## config.mk

```make
export PLATFORM = sky130hd
export DESIGN_NAME = keypad_scanner
export DESIGN_NICKNAME = d
export VERILOG_FILES = /design/src/rtl/keypad_scanner.sv
export SDC_FILE = /design/constraint.sdc
export NUM_CORES = 1
export LEC_CHECK = 0
export CORE_ASPECT_RATIO = 0.5
export CORE_MARGIN = 2
export CORE_UTILIZATION = 52
export CTS_CLUSTER_SIZE = 20
export DETAILED_ROUTE_END_ITERATION = 10
export PLACE_DENSITY = 0.84
export SYNTH_ARGS = -nofsm -noshare
export SYNTH_HDL_FRONTEND = slang
export SYNTH_SLANG_ARGS = --single-unit
export TNS_END_PERCENT = 30
```

## constraint.sdc

```tcl
create_clock -name clk -period 1.9 [get_ports clk]
set_clock_uncertainty 0.1 [all_clocks]
set_input_delay 0.285 -clock clk [delete_from_list [all_inputs] [get_ports clk]]
set_output_delay 0.285 -clock clk [all_outputs]
set_load 0.02 [all_outputs]
```

## src/rtl/keypad_scanner.sv

```systemverilog
// keypad_scanner
//   Scans a 4x4 matrix keypad one column at a time, debounces a single
//   pressed key, reports it once, and waits for a debounced release before
//   scanning again.
//
// Parameters
//   SCAN_DIV  clock cycles each column is driven (>= 2)
//   DEB_LEN   consecutive matching dwell-end samples to accept press/release (>= 1)
//
// Ports
//   clk        clock, rising edge
//   rst_n      synchronous active-low reset
//   kr[3:0]    row sense, active-low
//   kc[3:0]    column drive, active-low one-hot
//   key_valid  one-cycle pulse for a newly accepted key
//   key_code   4*row + column of the last accepted key
//   key_held   high until the accepted key has been released
module keypad_scanner #(
  parameter int SCAN_DIV = 50000,
  parameter int DEB_LEN  = 8
) (
  input  logic       clk,
  input  logic       rst_n,
  input  logic [3:0] kr,
  output logic [3:0] kc,
  output logic       key_valid,
  output logic [3:0] key_code,
  output logic       key_held
);

  localparam int DW = $clog2(SCAN_DIV);
  localparam int CW = $clog2(DEB_LEN + 1);
  localparam logic [DW-1:0] DIV_MAX = DW'(SCAN_DIV - 1);
  localparam logic [CW-1:0] DEB_MAX = CW'(DEB_LEN);

  typedef enum logic [1:0] {
    S_SCAN,
    S_DEBOUNCE,
    S_HELD
  } state_t;

  state_t        r_state, w_state_nxt;
  logic [DW-1:0] r_div;
  logic          w_tick;
  logic [1:0]    r_col, w_col_nxt;
  logic [3:0]    r_kr_lat, w_kr_lat_nxt;
  logic [CW-1:0] r_match, w_match_nxt;
  logic [CW-1:0] r_rel, w_rel_nxt;
  logic          r_valid, w_valid_nxt;
  logic          r_held, w_held_nxt;
  logic [3:0]    r_code, w_code_nxt;
  logic [CW-1:0] w_match_inc;
  logic [CW-1:0] w_rel_inc;

  // Exactly one row pulled low; anything else (idle or ghosting) is no press.
  function automatic logic is_onehot_low(input logic [3:0] k);
    return (k == 4'b1110) || (k == 4'b1101) || (k == 4'b1011) || (k == 4'b0111);
  endfunction

  function automatic logic [1:0] row_of(input logic [3:0] k);
    case (k)
      4'b1101: row_of = 2'd1;
      4'b1011: row_of = 2'd2;
      4'b0111: row_of = 2'd3;
      default: row_of = 2'd0;
    endcase
  endfunction

  function automatic logic [CW-1:0] sat_inc(input logic [CW-1:0] c);
    return (c >= DEB_MAX) ? DEB_MAX : c + CW'(1);
  endfunction

  assign w_tick      = (r_div == DIV_MAX);
  assign w_match_inc = sat_inc(r_match);
  assign w_rel_inc   = sat_inc(r_rel);

  always_comb begin
    w_state_nxt  = r_state;
    w_col_nxt    = r_col;
    w_kr_lat_nxt = r_kr_lat;
    w_match_nxt  = r_match;
    w_rel_nxt    = r_rel;
    w_valid_nxt  = 1'b0;
    w_held_nxt   = r_held;
    w_code_nxt   = r_code;
    case (r_state)
      S_SCAN: begin
        if (w_tick) begin
          if (is_onehot_low(kr)) begin
            w_kr_lat_nxt = kr;
            if (DEB_LEN == 1) begin
              w_state_nxt = S_HELD;
              w_valid_nxt = 1'b1;
              w_held_nxt  = 1'b1;
              w_code_nxt  = {row_of(kr), r_col};
              w_match_nxt = '0;
              w_rel_nxt   = '0;
            end else begin
              w_state_nxt = S_DEBOUNCE;
              w_match_nxt = CW'(1);
            end
          end else begin
            w_col_nxt = r_col + 2'd1;
          end
        end
      end
      S_DEBOUNCE: begin
        if (w_tick) begin
          if (kr == r_kr_lat) begin
            w_match_nxt = w_match_inc;
            if (w_match_inc == DEB_MAX) begin
              w_state_nxt = S_HELD;
              w_valid_nxt = 1'b1;
              w_held_nxt  = 1'b1;
              w_code_nxt  = {row_of(r_kr_lat), r_col};
              w_match_nxt = '0;
              w_rel_nxt   = '0;
            end
          end else begin
            w_state_nxt = S_SCAN;
            w_col_nxt   = r_col + 2'd1;
            w_match_nxt = '0;
          end
        end
      end
      S_HELD: begin
        // Column stays on the held key, so other columns' keys are invisible.
        if (w_tick) begin
          if (kr == 4'b1111) begin
            w_rel_nxt = w_rel_inc;
            if (w_rel_inc == DEB_MAX) begin
              w_state_nxt = S_SCAN;
              w_held_nxt  = 1'b0;
              w_col_nxt   = r_col + 2'd1;
              w_rel_nxt   = '0;
            end
          end else begin
            w_rel_nxt = '0;
          end
        end
      end
      default: begin
        w_state_nxt = S_SCAN;
      end
    endcase
  end

  always_ff @(posedge clk) begin
    if (!rst_n) begin
      r_state <= S_SCAN;
      r_div   <= '0;
      r_col   <= 2'd0;
      r_match <= '0;
      r_rel   <= '0;
      r_valid <= 1'b0;
      r_held  <= 1'b0;
      r_code  <= 4'd0;
    end else begin
      r_state <= w_state_nxt;
      r_div   <= w_tick ? '0 : r_div + DW'(1);
      r_col   <= w_col_nxt;
      r_match <= w_match_nxt;
      r_rel   <= w_rel_nxt;
      r_valid <= w_valid_nxt;
      r_held  <= w_held_nxt;
      r_code  <= w_code_nxt;
    end
  end

  always_ff @(posedge clk) begin
    r_kr_lat <= w_kr_lat_nxt;
  end

  assign kc        = ~(4'b0001 << r_col);
  assign key_valid = r_valid;
  assign key_code  = r_code;
  assign key_held  = r_held;

endmodule
```

==> results of run 1 <==
## how the worst max path moves through the flow
stage / from / endpoint / slack [ns] / cells after the start
floorplan: r_div[0] / r_kr_lat[0] / 0.004 / 5
global placement: kr[1] / r_rel[3] / -0.30 / 5
detailed placement: kr[0] / r_rel[2] / -0.45 / 6
CTS: r_rel[0] / r_col[1] / -0.06 / 6
global route: r_div[5] / key_code[0] / -0.11 / 6
finish: r_match[1] / r_rel[3] / 0.004 / 7
## synth_stat cells (5+ instances only)
cell | count | share of area [%]
nor2_1 | 27 | 5.1
mux2i_1 | 5 | 2.5
ha_1 | 9 | 5.7
nand3_1 | 6 | 1.5
nand2_1 | 14 | 2.6
nand2b_1 | 6 | 1.9
a21oi_1 | 8 | 2.0
xnor2_1 | 12 | 5.3
clkbuf_1 | 5 | 0.95
nor3_1 | 7 | 1.8
inv_1 | 16 | 3.0
dfxtp_1 | 34 | 34
nand4_1 | 6 | 1.9
xor2_1 | 10 | 4.4
## state kept, by name, summed over array words and instances (netlist names)
name	count
key_held	1
key_valid	1
key_code	4
r_match	4
r_rel	4
r_col	2
r_kr_lat	4
r_state	2
r_div	16
## routing by layer
layer  up-vias  track usage [%]  routed length, um
met5         -                0                  0
met4         0             8.79                 59
met3         7             5.83                257
met2        46             39.4               2190
met1       810             21.6               1860
li1        847                -                  -
## report_power, final
group          internal, W  total [W]  switching, W
sequential        0.000816   0.000822    0.00000579
clock             0.000252   0.000537      0.000285
combinational    0.0000413  0.0000882     0.0000469
## through the flow
stage / power, W / hold WS, ns / setup slack [ns] / TNS, ns
floorplan: 0.000878 / 0.284 / 0.00352 / 0
global placement: 0.000916 / 0.327 / -0.301 / -4.19
detailed placement: 0.000920 / 0.340 / -0.446 / -5.84
CTS: 0.00144 / 0.345 / -0.0576 / -0.169
global route: 0.00149 / 0.347 / -0.108 / -0.389
finish: 0.00145 / 0.321 / 0.00369 / 0
## layout make-up
class	instances	area (um2)	share of cell area [%]
Clock buffer	6	72.6	2.78
Clock inverter	2	8.76	0.336
Sequential cell	38	807	31.0
Multi-Input combinational cell	157	1230	47.3
Timing Repair Buffer	43	362	13.9
Tap cell	51	63.8	2.45
Inverter	16	60.1	2.30
## cells by family after synthesis
family	share of synthesized area [%]
buf+inv	4.22
mux	2.52
fa+ha+maj	5.67
simple gates	27.0
compound gates	10.6
flops	40.3
xor+xnor	9.70
## what timing repair did
action                     4_1_cts  5_1_grt
pin swaps                        2        6
buffers inserted                 1        1
setup endpoints to repair       14       16
hold buffers                     0        0
cloned                           0        0
resized for setup               13       20
==> impl_metrics.yaml, run 1 <==
timing:
  max_freq_mhz: 527
  grt_setup_unrepaired: "yes"
  max-slew-margin-rel_pct: 68.5
  setup_viol: 0
  fin_crit_ns: 1.90
  period_share_pct: 99.8
  drv_slew: 0
  hold_viol: 0
  tightest_slew_ns: 0.469
critical_path:
  crit_slowest_cell: "o31a_1"
  critical_path_buf_inv_count: 3
  required_ns: 2.00
  path_class: "reg2reg"
  endpoint_kind: "register"
  cpPeakStageDelay_ns: 0.41
  arrival_ns: 2.00
  cp_top_family: "compound AO/OA/AOI/OAI gates"
  r2r-start: "r_match[1]"
  critPathMaxFanout: 6
  path_cells: "inv_1 -> ha_1 -> inv_2 -> a31oi_2 -> o31a_1 -> buf_4 -> o31ai_1"
  rr_endpoint: "r_rel[3]"
  startpoint_type: "register"
  rrSetupSlack_ns: 0.004
  r2r_cells: 7
final_layout:
  final_nets: 276
  fin_area_um2: 2610
  layout_common_cells: "dfxtp_1 (29), nor2_1 (27), buf_4 (27)"
  area_delta_synth_final_pct: 31.3
  drive_gt1_share_pct: 24.4
  final_common_cell: "dfxtp_1"
  n_antenna_cell: 0
  final_util_pct: 73.5
  fillers: 233
  fin_cells: 313
placed_design:
  place_congestion: 0.870
  dpl-instance-area_um2: 2390
  io_buffers: 15
  dp.cells: 303
  dp_hpwl_mm: 2.96
clock_network:
  clk_pin_slew_ns: 0.07
  clock-sinks: 38
  cts_inserted_buffers: 5
  clock_path_buffers: 2
  htreeDepth: 2
  clk_latency_ns: 0.30
  clockRootBuffer: "clkbuf_8"
  cts_tree: "done"
synthesis:
  synth-seq-cells: 38
  async_reset_ff_share_pct: 0
  synth.avg_cell_area_um2: 9.15
  synth_nets: 232
  syn_inst: 217
  synth_ff_type: "dfxtp_1"
  yosys_warnings: 0
  seq_area_frac_synth_pct: 40.3
  syn_area_um2: 1990
  yosys.cell_types.count: 47
  synth_edf_count: 4
floorplan:
  die_x_um: 91.4
  die_h_um: 47.7
  start_util_pct: 56.0
  core_um2: 3550
  row_count: 15
  io-pin-count: 16
  die-area_um2: 4360
grt:
  grt_pass1_vias: 1575
  grt_usage_pct: 20.1
  grt_antenna_before_repair: 0
  grt_start_max_net_pins: 15
  grt_pass1_wl_mm: 6.65
  grt_overflow: 0
min_path:
  worstHoldPathType: "reg2reg"
  min_from: "r_div[0]"
  hold_depth: 1
  holdPathEnd: "r_div[0]"
detailed_routing:
  detail-route-antenna-nets: 0
  drc_errors: 0
  drt-initial-drc-count: 77
  via_per_inst: 5.46
  wire_per_inst_um: 13.9
  via_count: 1710
  drt_pre_antenna_iters: 4
  wirelength_mm: 4.36
run_status:
  status: "finished, final reports clean"
job:
  max_cap_viol_count: 0
pwr:
  peakVddDrop_mv: 0.262
  p_per_area_nw_per_um2: 555
  p_leak_nw: 0.969
Note: power is estimated with default switching activity, not from simulation.
==> inputs of run 2 (changes only) <==
SLEW_MARGIN = 20   (was unset)
==> results of run 2 <==
No change in the layout: final DEF, timing and power equal those of run 1.
